--- src/rtl/ct_serializer.sv ---
// Ciphertext/tag byte serializer: two-entry block buffer drained MSB-first onto a
// byte stream, followed by the authentication tag once the final block is out.
//
// state     | meaning
// ----------+-----------------------------------------------------------
// STREAM    | draining buffered ciphertext blocks byte by byte
// TAG_WAIT  | final block fully issued, tag not yet captured
// TAG_OUT   | issuing BLK_SIZE/8 tag bytes, out_last on the final one
module ct_serializer #(
  parameter int BLK_SIZE = 128,
  parameter int NB_W     = 5
) (
  input  logic                clk,
  input  logic                rst,
  input  logic [BLK_SIZE-1:0] ct_data,
  input  logic [NB_W-1:0]     ct_nbytes,
  input  logic                ct_valid,
  input  logic                ct_last,
  output logic                ct_ready,
  input  logic [BLK_SIZE-1:0] tag,
  input  logic                tag_valid,
  output logic [7:0]          out_data,
  output logic                out_valid,
  input  logic                out_ready,
  output logic                out_is_tag,
  output logic                out_last,
  output logic                err
);

  typedef enum logic [1:0] {
    ST_STREAM   = 2'd0,
    ST_TAG_WAIT = 2'd1,
    ST_TAG_OUT  = 2'd2
  } state_t;

  localparam logic [NB_W-1:0] NB_MAX = NB_W'(BLK_SIZE / 8);

  state_t state;
  state_t state_nxt;

  logic [BLK_SIZE-1:0] buf_data [2];
  logic [NB_W-1:0]     buf_nb   [2];
  logic                buf_last [2];
  logic                wr_ptr;
  logic                rd_ptr;
  logic [1:0]          count;

  logic [NB_W-1:0]     byte_idx;
  logic [BLK_SIZE-1:0] tag_sh;
  logic [NB_W-1:0]     tag_rem;
  logic                tag_captured;
  logic                last_seen;
  logic                rdy_en;

  logic                accept;
  logic                nb_bad;
  logic [NB_W-1:0]     nb_clamped;
  logic                slot_free;
  logic                head_valid;
  logic                head_empty;
  logic                head_done;
  logic [BLK_SIZE-1:0] head_sh;
  logic                load_ct;
  logic                load_tag;
  logic                pop;
  logic                final_hs;

  // rdy_en keeps ct_ready low until the first edge after reset release
  assign ct_ready   = rdy_en && (count != 2'd2) && !last_seen;
  assign accept     = ct_valid && ct_ready;
  assign nb_bad     = ct_nbytes > NB_MAX;
  assign nb_clamped = nb_bad ? NB_MAX : ct_nbytes;

  always_ff @(posedge clk or negedge rst) begin
    if (!rst) begin
      state <= ST_STREAM;
    end else begin
      state <= state_nxt;
    end
  end

  always_comb begin
    state_nxt = state;
    case (state)
      ST_STREAM: begin
        if (pop && buf_last[rd_ptr]) begin
          state_nxt = tag_captured ? ST_TAG_OUT : ST_TAG_WAIT;
        end
      end
      ST_TAG_WAIT: begin
        if (tag_captured) begin
          state_nxt = ST_TAG_OUT;
        end
      end
      ST_TAG_OUT: begin
        if (final_hs) begin
          state_nxt = ST_STREAM;
        end
      end
      default: state_nxt = ST_STREAM;
    endcase
  end

  // A zero-byte head entry is retired without using the output slot
  always_comb begin
    slot_free  = !out_valid || out_ready;
    head_valid = count != 2'd0;
    head_empty = buf_nb[rd_ptr] == '0;
    head_done  = byte_idx == (buf_nb[rd_ptr] - NB_W'(1));
    head_sh    = buf_data[rd_ptr] << {byte_idx, 3'b000};
    load_ct    = (state == ST_STREAM) && head_valid && !head_empty && slot_free;
    pop        = (state == ST_STREAM) && head_valid && (head_empty || (load_ct && head_done));
    load_tag   = (state == ST_TAG_OUT) && (tag_rem != '0) && slot_free;
    final_hs   = (state == ST_TAG_OUT) && out_valid && out_ready && out_last;
  end

  always_ff @(posedge clk) begin
    if (accept) begin
      buf_data[wr_ptr] <= ct_data;
      buf_nb[wr_ptr]   <= nb_clamped;
      buf_last[wr_ptr] <= ct_last;
    end
  end

  always_ff @(posedge clk or negedge rst) begin
    if (!rst) begin
      rdy_en       <= 1'b0;
      wr_ptr       <= 1'b0;
      rd_ptr       <= 1'b0;
      count        <= 2'd0;
      byte_idx     <= '0;
      last_seen    <= 1'b0;
      tag_captured <= 1'b0;
      tag_sh       <= '0;
      tag_rem      <= '0;
      err          <= 1'b0;
    end else begin
      rdy_en <= 1'b1;
      if (accept) begin
        wr_ptr <= ~wr_ptr;
      end
      if (pop) begin
        rd_ptr <= ~rd_ptr;
      end
      if (accept && !pop) begin
        count <= count + 2'd1;
      end else if (!accept && pop) begin
        count <= count - 2'd1;
      end

      if (pop || final_hs) begin
        byte_idx <= '0;
      end else if (load_ct) begin
        byte_idx <= byte_idx + NB_W'(1);
      end

      if (final_hs) begin
        last_seen <= 1'b0;
      end else if (accept && ct_last) begin
        last_seen <= 1'b1;
      end

      if (final_hs) begin
        tag_captured <= 1'b0;
      end else if (tag_valid && last_seen && !tag_captured) begin
        tag_captured <= 1'b1;
        tag_sh       <= tag;
      end else if (load_tag) begin
        tag_sh <= tag_sh << 8;
      end

      if ((state != ST_TAG_OUT) && (state_nxt == ST_TAG_OUT)) begin
        tag_rem <= NB_MAX;
      end else if (load_tag) begin
        tag_rem <= tag_rem - NB_W'(1);
      end

      if (accept && (nb_bad || ((ct_nbytes == '0) && !ct_last))) begin
        err <= 1'b1;
      end
    end
  end

  // Output register: refilled whenever empty or being consumed
  always_ff @(posedge clk or negedge rst) begin
    if (!rst) begin
      out_valid  <= 1'b0;
      out_data   <= 8'h00;
      out_is_tag <= 1'b0;
      out_last   <= 1'b0;
    end else begin
      if (load_ct) begin
        out_valid  <= 1'b1;
        out_data   <= head_sh[BLK_SIZE-1 -: 8];
        out_is_tag <= 1'b0;
        out_last   <= 1'b0;
      end else if (load_tag) begin
        out_valid  <= 1'b1;
        out_data   <= tag_sh[BLK_SIZE-1 -: 8];
        out_is_tag <= 1'b1;
        out_last   <= tag_rem == NB_W'(1);
      end else if (out_ready) begin
        out_valid  <= 1'b0;
        out_is_tag <= 1'b0;
        out_last   <= 1'b0;
      end
    end
  end

endmodule
--- config.mk ---
export PLATFORM = sky130hd
export DESIGN_NAME = ct_serializer
export DESIGN_NICKNAME = d
export VERILOG_FILES = /design/src/rtl/ct_serializer.sv
export SDC_FILE = /design/constraint.sdc
export NUM_CORES = 1
export LEC_CHECK = 0
export ABC_CLOCK_PERIOD_IN_PS = 8700
export BUFFER_PORTS_ARGS = -buffer_cell sky130_fd_sc_hd__buf_2
export CAP_MARGIN = 0
export CORE_MARGIN = 2
export CORE_UTILIZATION = 40
export CTS_CLUSTER_SIZE = 14
export DETAILED_ROUTE_END_ITERATION = 10
export PLACE_DENSITY = 0.64
export SKIP_CTS_REPAIR_TIMING = 1
export SYNTH_ARGS = -nofsm -noshare
export SYNTH_HDL_FRONTEND = slang
export SYNTH_SLANG_ARGS = --single-unit
--- constraint.sdc ---
create_clock -name clk -period 8.7 [get_ports clk]
set_input_delay 0.435 -clock clk [delete_from_list [all_inputs] [get_ports clk]]
set_output_delay 0.435 -clock clk [all_outputs]
set_load 0.01 [all_outputs]
==> results of run 1 <==
[placed cells by master (no fill, tap or decap), types with 9 or more instances in the layout]
master	n
buf_2	278
buf_4	11
clkbuf_1	10
clkbuf_16	47
clkinv_2	10
dfrtp_1	156
diode_2	9
edfxtp_1	268
mux2_2	18
mux2i_1	134
mux4_1	10
mux4_2	54
nand2_1	129
nor2_1	25
nor3_1	14
o21ai_0	114
xor2_1	12
[logic make-up (layout without fill, tap and decap cells)]
family / count (synthesis) / count (layout) / synth area share (%)
other cells: 1 / 10 / 0.0213
compound gates: 176 / 176 / 5.94
flops: 427 / 427 / 68.4
fa+ha+maj: 6 / 6 / 0.427
mux: 216 / 216 / 17.2
xor+xnor: 18 / 18 / 0.896
simple gates: 201 / 201 / 5.01
buf+inv: 73 / 379 / 2.17
[routing by layer]
layer | vias to the layer above | track usage [%] | wire, um | share of wire [%]
li1 | 4823 | - | - | -
met1 | 4927 | 22.2 | 16900 | 44
met2 | 235 | 26.9 | 18300 | 47
met3 | 66 | 4.34 | 2470 | 6.4
met4 | 12 | 6.23 | 935 | 2.4
met5 | - | 0 | 73 | 0.19
[power by group through the flow]
stage	combinational [mW]	sequential (mW)	clock (mW)
final	1.55	2.74	1.92
after global routing	1.72	2.79	2.05
after CTS	1.58	2.75	1.97
after detailed placement	1.58	2.79	0
after global placement	1.55	2.77	0
after floorplan	1.24	2.67	0
[worst paths after layout]
| path | end | slack [ps] | depth (start not counted) |
|---|---|---|---|
| max | count[1] | 4610 | 13 |
| min | tag_sh[81] | -40 | 1 |
| max reg2reg | count[1] | 4610 | 13 |
| min reg2reg | err | 470 | 1 |
| max in group asynchronous | rd_ptr | 7230 | 2 |
| min in group clk | buf_data[0][34] | 60 | 1 |
[flip-flops by register name, summed over array words and instances (netlist names), 2 cells and up]
register	cells
buf_data	256
buf_nb	10
state	2
byte_idx	5
tag_rem	5
buf_last	2
out_data	8
count	2
tag_sh	128
[cell type report]
cell class / instances / share of cell area, %
diodes: 9 / 0.107
well taps: 585 / 3.48
clock buffers: 61 / 6.04
clock inverters: 23 / 1.04
inverters: 4 / 0.0715
flip-flops and latches: 427 / 57.3
repair buffers: 291 / 7.17
multi-input cells: 618 / 24.8
[per-stage QoR]
stage	utilization, %	setup WS [ps]	hold slack [ps]	cell area (sq um)
2_1_floorplan	-	1360	139	17600
3_3_place_gp	45.1	4660	461	19500
3_5_place_dp	45.1	4590	468	19500
4_1_cts	48.5	4550	-32.7	21000
5_1_grt	48.5	4370	13.0	21000
6_report	48.6	4610	-38.9	21000
[worst reg2reg max path, cell delays in order (launching register included)]
cell and delay, ps:
dfrtp_4 630, buf_4 720, mux2i_1 440, ha_1 260, or4bb_1 520, o2111ai_1 130
xor2_1 200, o211ai_2 140, nand2_1 250, inv_1 90, ha_1 200, xor2_1 140
nor2_1 120, xor2_1 160
==> flow_summary.toml, run 1 <==
[logic_synthesis]
syn_nets = 1391
netlist_instances = 1118
synth_area_leader_cell = "edfxtp_1"
synth_seq_cells = 427
syn-cell-area_sq_um = 17600
synth.most_common_cell = "edfxtp_1"
yosys.area.top_type_share_pct = 45.7
synth_cell_types = 54
yosys_most_used_dff = "edfxtp_1"
yosys_warnings = 0
synth_area_leaders = "edfxtp_1, dfrtp_1, mux2i_1, mux4_2, o21ai_0"
avgSynthCellArea_sq_um = 15.7
synthTopCellsByCount = "edfxtp_1, dfrtp_1, mux2i_1"
yosysSeqAreaShare_pct = 68.4
async_flop_share_pct = 37.2
synth-edff-count = 268

[hold_path]
hold_path.class = "in -> async"

[clock_network]
clock-root-buffer = "clkbuf_16"
tritoncts = "built"
cts_max_level = 2
insertion_delay_ps = 570
clkTransAtPathRegs_ps = 60
clkSinkCount = 427
cts_buffer_depth = 3
cts_made_buffers = 45

[pwr]
p_sw_mw = 1.86
p_total_mw = 6.21
pwr-share-comb_pct = 24.9
p_leak_nw = 8.89
power.internal_mw = 4.34
pwr-share-clk_pct = 30.9
ir_worst_vdd_mv = 0.226
p_per_area_nw_per_um2 = 295
power_frac_seq_pct = 44.2
swShare_pct = 30.0

[timing]
period_share_pct = 47.0
rsz0062_at_grt = "no"
slew_violations = 0
hold_viol = 80
fin_crit_ps = 4090
timing.fmax_mhz = 245
fin_skew_ps = 15.9
final-setup-viol-count = 0
tightestPinTransition_ps = 1120
fin_hold_ws_ps = -38.9
tns_ps = 0
slew_headroom_pct = 25.6

[setup_path]
critPathLaunchType = "register"
crit_chain = "buf_4 > mux2i_1 > ha_1 > or4bb_1 > o2111ai_1 > xor2_1 > o211ai_2 > nand2_1 > inv_1 > ha_1 > xor2_1 > nor2_1 > xor2_1"
max_stage_delay_ps = 710
cp-startpoint = "rd_ptr"
cp.arrival_ps = 4570
crit_family = "simple AND/OR/NAND/NOR gates"
cp_slowest_cell = "buf_4"
required_ps = 9180
crit_fanout = 45
r2r-start = "rd_ptr"
crit_type = "reg -> reg"
cp-end-kind = "register"
cp_common_cell = "xor2_1"
path_buf_inv = 2

[run_status]
status = "finished with violations"
failed_checks = "hold timing"

[job]
cap_violations = 0

[floorplan]
die_h_um = 214
start_util_pct = 40.7
ioPinCount = 280
dieWidth_um = 214
fp-row-count = 76
core-area_sq_um = 43300
die_area_sq_um = 45700

[place]
dp_hpwl_um = 25700
dpl.cell_count = 1925
portBuffers = 279
place_congestion = 0.771

[layout]
final_cells = 2018
regArea_sq_um = 12000
fin_nets = 1660
syn_to_final_growth_pct = 19.4
drive_gt1_share_pct = 31.1
num-fill-cells = 3787
multiInputGateArea_sq_um = 5210

[routing]
avgViaCountPerCell = 4.99
drt_iter0_markers = 828
drt_pass1_iterations = 5
wl_per_cell_um = 19.1
final_antenna_net_count = 0
drc = 0
routed_wl_um = 38600
routed-via-count = 10100

[grt]
grt_pass1_wl_um = 58200
track_usage_pct = 16.8
grt-ovfl-total = 0
grt_pass1_vias = 10300
antenna_found_initial = 15
grt_max_degree = 249
Note: power is estimated with default switching activity, not from simulation.
==> run 2, diff against run 1 <==
--- a/config.mk
+++ b/config.mk
@@ -5,7 +5,7 @@
 export SDC_FILE = /design/constraint.sdc
 export NUM_CORES = 1
 export LEC_CHECK = 0
-export ABC_CLOCK_PERIOD_IN_PS = 8700
+export ABC_CLOCK_PERIOD_IN_PS = 4000
 export BUFFER_PORTS_ARGS = -buffer_cell sky130_fd_sc_hd__buf_2
 export CAP_MARGIN = 0
 export CORE_MARGIN = 2
==> constraint.sdc (replaced) <==
create_clock -name clk -period 4 [get_ports clk]
set_input_delay 0.2 -clock clk [delete_from_list [all_inputs] [get_ports clk]]
set_output_delay 0.2 -clock clk [all_outputs]
set_load 0.01 [all_outputs]
==> run 2 against run 1 <==
Compared with the run above: the flow still finishes with violations (hold timing); combinational power grew 140%; design area is 12% higher; global-route usage grew 0.16 points; sequential share of layout area down 6.3 points; wire length grew 9.0%; total power grew 120%; clock power up 120%; via count rose by 11%; final cell count is 12% higher; sequential cell count is the same; largest cell class unchanged; largest power group unchanged.
==> flow_summary.toml, run 2 (synthesis gave the netlist of run 1 again) <==
[run_status]
status = "finished with violations"
failed_checks = "hold timing"

[timing]
fin_hold_ws_ps = -53.9
rsz0062_at_grt = "no"
worst_slack_ps = 825
tightestPinTransition_ps = 960
slew_headroom_pct = 36.0
final-setup-viol-count = 0
tns_ps = 0
hold_viol = 3
fin_skew_ps = 15.5
period_share_pct = 79.4
slew_violations = 0
timing.fmax_mhz = 315
fin_crit_ps = 3170

[clock_network]
insertion_delay_ps = 580
tritoncts = "built"
cts_buffer_depth = 3
clkTransAtPathRegs_ps = 60
cts_max_level = 2
clock-root-buffer = "clkbuf_16"
clkSinkCount = 427
cts_made_buffers = 45

[setup_path]
crit_cells = 12
crit_chain = "mux2i_1 > ha_1 > or4bb_1 > o2111ai_1 > xor2_1 > o211ai_2 > nand2_1 > inv_1 > ha_1 > xor2_1 > nor2_1 > xor2_1"
cp_slowest_cell = "dfrtp_4"
cp.arrival_ps = 3680
cp-end-kind = "register"
path_buf_inv = 1
crit_fanout = 16
required_ps = 4500
cp_common_cell = "xor2_1"
crit_type = "reg -> reg"
crit_family = "simple AND/OR/NAND/NOR gates"
r2r_setup_slack_ps = 830
max_stage_delay_ps = 560
ff2ff_path_depth = 12
critPathLaunchType = "register"

[pwr]
p_per_area_nw_per_um2 = 582
ir_worst_vdd_mv = 0.388
pwr-share-clk_pct = 30.1
power.internal_mw = 9.58
p_sw_mw = 4.16
p_leak_nw = 9.98
swShare_pct = 30.2
p_total_mw = 13.7
power_frac_seq_pct = 43.3
pwr-share-comb_pct = 26.6

[routing]
avgViaCountPerCell = 4.92
drt_pass1_iterations = 5
routed_wl_um = 42100
wl_per_cell_um = 18.6
final_antenna_net_count = 0
drt_iter0_markers = 797
drc = 0
routed-via-count = 11100

[floorplan]
dieWidth_um = 214
die_h_um = 214
ioPinCount = 280
start_util_pct = 40.7
core-area_sq_um = 43300
fp-row-count = 76
die_area_sq_um = 45700

[job]
cap_violations = 0

[hold_path]
whs_path_depth = 3
hold_path.class = "in -> reg"

[place]
portBuffers = 279
dpl.cell_count = 1932
dp_worst_setup_slack_ps = 852
dp_hpwl_um = 26200
place_congestion = 0.785

[grt]
met2_usage_pct = 27.4
grt_max_degree = 127
track_usage_pct = 17.0
top_usage_layer = "met2"
grt_use_met1_pct = 22.6
grt_pass1_vias = 10400
use_met3_pct = 4.55
antenna_found_initial = 1
grt_pass1_wl_um = 58800
grt-ovfl-total = 0

[layout]
regMostFlops = "buf_data"
syn_to_final_growth_pct = 34.1
reg.largest.list = "buf_data x256, tag_sh x128, buf_nb x10"
final_cells = 2267
largest_reg_flops = 256
fin_util_pct = 54.5
mostFrequentLayoutCell = "buf_2"
fin_nets = 1921
drive_gt1_share_pct = 26.5
most-common-layout-cells = "buf_2, edfxtp_1, dlygate4sd3_1"
[run 2: cell count changes in the layout (fill, tap and decap cells not counted)]
cell	change
inv_16	+1
clkinv_2	-5
diode_2	-8
inv_6	+1
clkbuf_16	-1
buf_4	+3
clkbuf_8	-1
buf_12	+4
clkinv_1	+2
clkbuf_1	-1
dlygate4sd3_1	+254
[run 2: per-stage QoR]
stage	hold WS [ps]	cell area, sq um
after floorplan	-95.6	17600
after global placement	388	19600
after global routing	8.26	23600
final	-53.9	23600
after detailed placement	391	19600
after CTS	-229	21100
[run 2: worst register-to-register path: stages, from the launching register on]
cell and delay, ps:
dfrtp_4 560, mux2i_1 380, ha_1 260, or4bb_1 520, o2111ai_1 130, xor2_1 200
o211ai_2 140, nand2_1 240, inv_1 80, ha_1 190, xor2_1 150, nor2_1 120
xor2_1 140
[run 2: path summary, 6_finish.rpt]
kind	startpoint	end
setup / recovery	rd_ptr	count[1]
hold / removal	tag[72]	tag_sh[72]
setup reg to reg	rd_ptr	count[1]
hold reg to reg	err	err
max in group asynchronous	rst	tag_sh[105]
min in group asynchronous	rst	tag_sh[80]
[run 2: final cells by class]
class | count | area [sq um]
sequential | 427 | 12000
timing repair buffer | 552 | 4150
clock inverter | 22 | 229
multi-input combinational | 618 | 5210
antenna | 1 | 2.50
clock buffer | 58 | 1230
tap | 585 | 732
inverter | 4 | 15.0
fill | 3418 | 19700
[run 2: power groups by stage]
stage                     logic [mW]  registers (mW)  clock network, mW
after floorplan                 2.70            5.80                  0
after global placement          3.41            6.02                  0
after detailed placement        3.48            6.04                  0
after CTS                       3.49            5.95               4.23
after global routing            4.03            6.05               4.40
final                           3.65            5.95               4.14
[run 2: routing by layer]
metal / vias up / part of all wire (%)
met5: - / 0
met1: 5471 / 43
met4: 0 / 2.1
met2: 278 / 49
met3: 63 / 5.9
li1: 5331 / -
==> run 3, diff against run 2 <==
--- a/config.mk
+++ b/config.mk
@@ -5,14 +5,14 @@
 export SDC_FILE = /design/constraint.sdc
 export NUM_CORES = 1
 export LEC_CHECK = 0
-export ABC_CLOCK_PERIOD_IN_PS = 4000
+export ABC_CLOCK_PERIOD_IN_PS = 2900
 export BUFFER_PORTS_ARGS = -buffer_cell sky130_fd_sc_hd__buf_2
 export CAP_MARGIN = 0
 export CORE_MARGIN = 2
 export CORE_UTILIZATION = 40
 export CTS_CLUSTER_SIZE = 14
 export DETAILED_ROUTE_END_ITERATION = 10
-export PLACE_DENSITY = 0.64
+export PLACE_DENSITY = 0.66
 export SKIP_CTS_REPAIR_TIMING = 1
 export SYNTH_ARGS = -nofsm -noshare
 export SYNTH_HDL_FRONTEND = slang
==> constraint.sdc (replaced) <==
create_clock -name clk -period 2.9 [get_ports clk]
set_input_delay 0.145 -clock clk [delete_from_list [all_inputs] [get_ports clk]]
set_output_delay 0.145 -clock clk [all_outputs]
set_load 0.01 [all_outputs]
==> run 3 against run 2 <==
Compared with the run above: largest cell class unchanged; combinational power up 45%; the flow still finishes with violations (hold timing); critical path depth unchanged; clock power up 38%; non-clock buffer count up 19; register-to-register slack worse by 650 ps.
==> flow_summary.toml, run 3 (synthesis gave the netlist of run 1 again) <==
[setup_path]
path_buf_inv = 1
crit_family = "simple AND/OR/NAND/NOR gates"
required_ps = 3380
crit_fanout = 5
crit_chain = "mux2i_2 > ha_2 > or4bb_1 > o2111ai_2 > xor2_1 > o211ai_2 > nand2_2 > inv_2 > ha_4 > xor2_1 > nor2_1 > xor2_1"
critPathLaunchType = "register"
cp_common_cell = "xor2_1"
cp_slowest_cell = "dfrtp_4"
cp-end-kind = "register"
max_stage_delay_ps = 520
crit_type = "reg -> reg"
cp.arrival_ps = 3200

[layout]
syn_to_final_growth_pct = 36.1
regMostFlops = "buf_data"
multiInputGateArea_sq_um = 5260
fin_nets = 1940
drive_gt1_share_pct = 27.4
largest_reg_flops = 256
regArea_sq_um = 12000
most-common-layout-cells = "buf_2, edfxtp_1, dlygate4sd3_1"
final_cells = 2289
reg.largest.list = "buf_data x256, tag_sh x128, buf_nb x10"
num-fill-cells = 3399
mostFrequentLayoutCell = "buf_2"

[grt]
grt_pass1_wl_um = 59700
antenna_found_initial = 3
grt_pass1_vias = 10400
grt-ovfl-total = 0
grt_max_degree = 121
track_usage_pct = 17.4

[timing]
fin_hold_ws_ps = -33.7
fin_crit_ps = 2730
timing.fmax_mhz = 367
slew_headroom_pct = 40.2
hold_viol = 1
period_share_pct = 94.0
tightestPinTransition_ps = 897
fin_skew_ps = 27.4
final-setup-viol-count = 0
slew_violations = 0

[routing]
drt_pass1_iterations = 4
avgViaCountPerCell = 4.96
drc = 0
routed-via-count = 11400
wl_per_cell_um = 19.3
routed_wl_um = 44200
final_antenna_net_count = 0
drt_iter0_markers = 893

[pwr]
ir_worst_vdd_mv = 0.567
p_per_area_nw_per_um2 = 804
p_leak_nw = 10.1
p_total_mw = 19.3

[floorplan]
dieWidth_um = 214
fp-row-count = 76
die_area_sq_um = 45700
core-area_sq_um = 43300
ioPinCount = 280
die_h_um = 214
start_util_pct = 40.7

[job]
cap_violations = 0

[clock_network]
cts_made_buffers = 45
clkSinkCount = 427
clkTransAtPathRegs_ps = 60
cts_max_level = 2
clock-root-buffer = "clkbuf_16"
tritoncts = "built"
cts_buffer_depth = 3
insertion_delay_ps = 580

[place]
portBuffers = 279
place_congestion = 0.762
dp_hpwl_um = 27000
dpl.cell_count = 1938

[run_status]
failed_checks = "hold timing"
status = "finished with violations"

[hold_path]
hold_path.class = "in -> reg"
-- run 3: changes by cell type in the layout (fill, tap and decap cells not counted), sizes merged --
cell / change
dlygate4sd3: +11
buf: +8
clkbuf: +3
inv: -3
diode: +2
clkinv: +1
-- run 3: area by class of cell --
class,instances,area share [%]
diodes,3,0.0314
clock buffers,61,5.21
clock inverters,20,0.873
inverters,4,0.0627
multi-input cells,618,22.0
flip-flops and latches,427,50.3
well taps,585,3.06
repair buffers,571,18.5
-- run 3: metrics by stage --
| stage | area [sq um] | setup WS [ps] | hold slack (ps) | TNS [ps] | util (%) |
|---|---|---|---|---|---|
| 2_1_floorplan | 17700 | -454 | -151 | -67400 | - |
| 3_3_place_gp | 19800 | 229 | 211 | 0 | 45.7 |
| 3_5_place_dp | 19800 | 138 | 214 | 0 | 45.7 |
| 4_1_cts | 21300 | 116 | -409 | 0 | 49.1 |
| 5_1_grt | 23900 | -0.954 | 20.5 | -0.954 | 55.3 |
| 6_report | 23900 | 174 | -33.7 | 0 | 55.3 |
-- run 3: metal layers --
layer  part of all wire, %  track usage [%]  up-vias
met5                     0                0        -
met4                   2.2             5.08        0
met3                   6.8             5.05       70
met2                    51             28.8      328
met1                    40             22.4     5612
li1                      -                -     5353
-- run 3: power breakdown --
part | total, mW | switching [mW] | internal (mW) | leakage, nW
clock network | 5.72 | 2.35 | 3.37 | 0.718
logic | 5.30 | 2.72 | 2.58 | 4.85
registers | 8.23 | 0.736 | 7.49 | 4.56
-- run 3: worst register-to-register path: cells and delay by family (launching register included) --
| kind | cells | cell delay (ps) |
|---|---|---|
| AO/OA/AOI/OAI | 2 | 260 |
| XOR/XNOR | 3 | 490 |
| adder cells (fa/ha/maj) | 2 | 390 |
| buffers and inverters | 1 | 50 |
| flip-flops | 1 | 520 |
| multiplexers | 1 | 240 |
| AND/OR/NAND/NOR | 3 | 700 |
-- run 3: worst paths after layout --
check / startpoint / end / slack, ps / cells after the start
setup / recovery: rd_ptr / count[1] / 170 / 12
hold / removal: tag[121] / tag_sh[121] / -30 / 3
setup reg to reg: rd_ptr / count[1] / 170 / 12
hold reg to reg: tag_sh[46] / tag_sh[46] / 480 / 2
max in group asynchronous: rst / tag_sh[43] / 1810 / 3
min in group asynchronous: rst / tag_sh[106] / 180 / 2
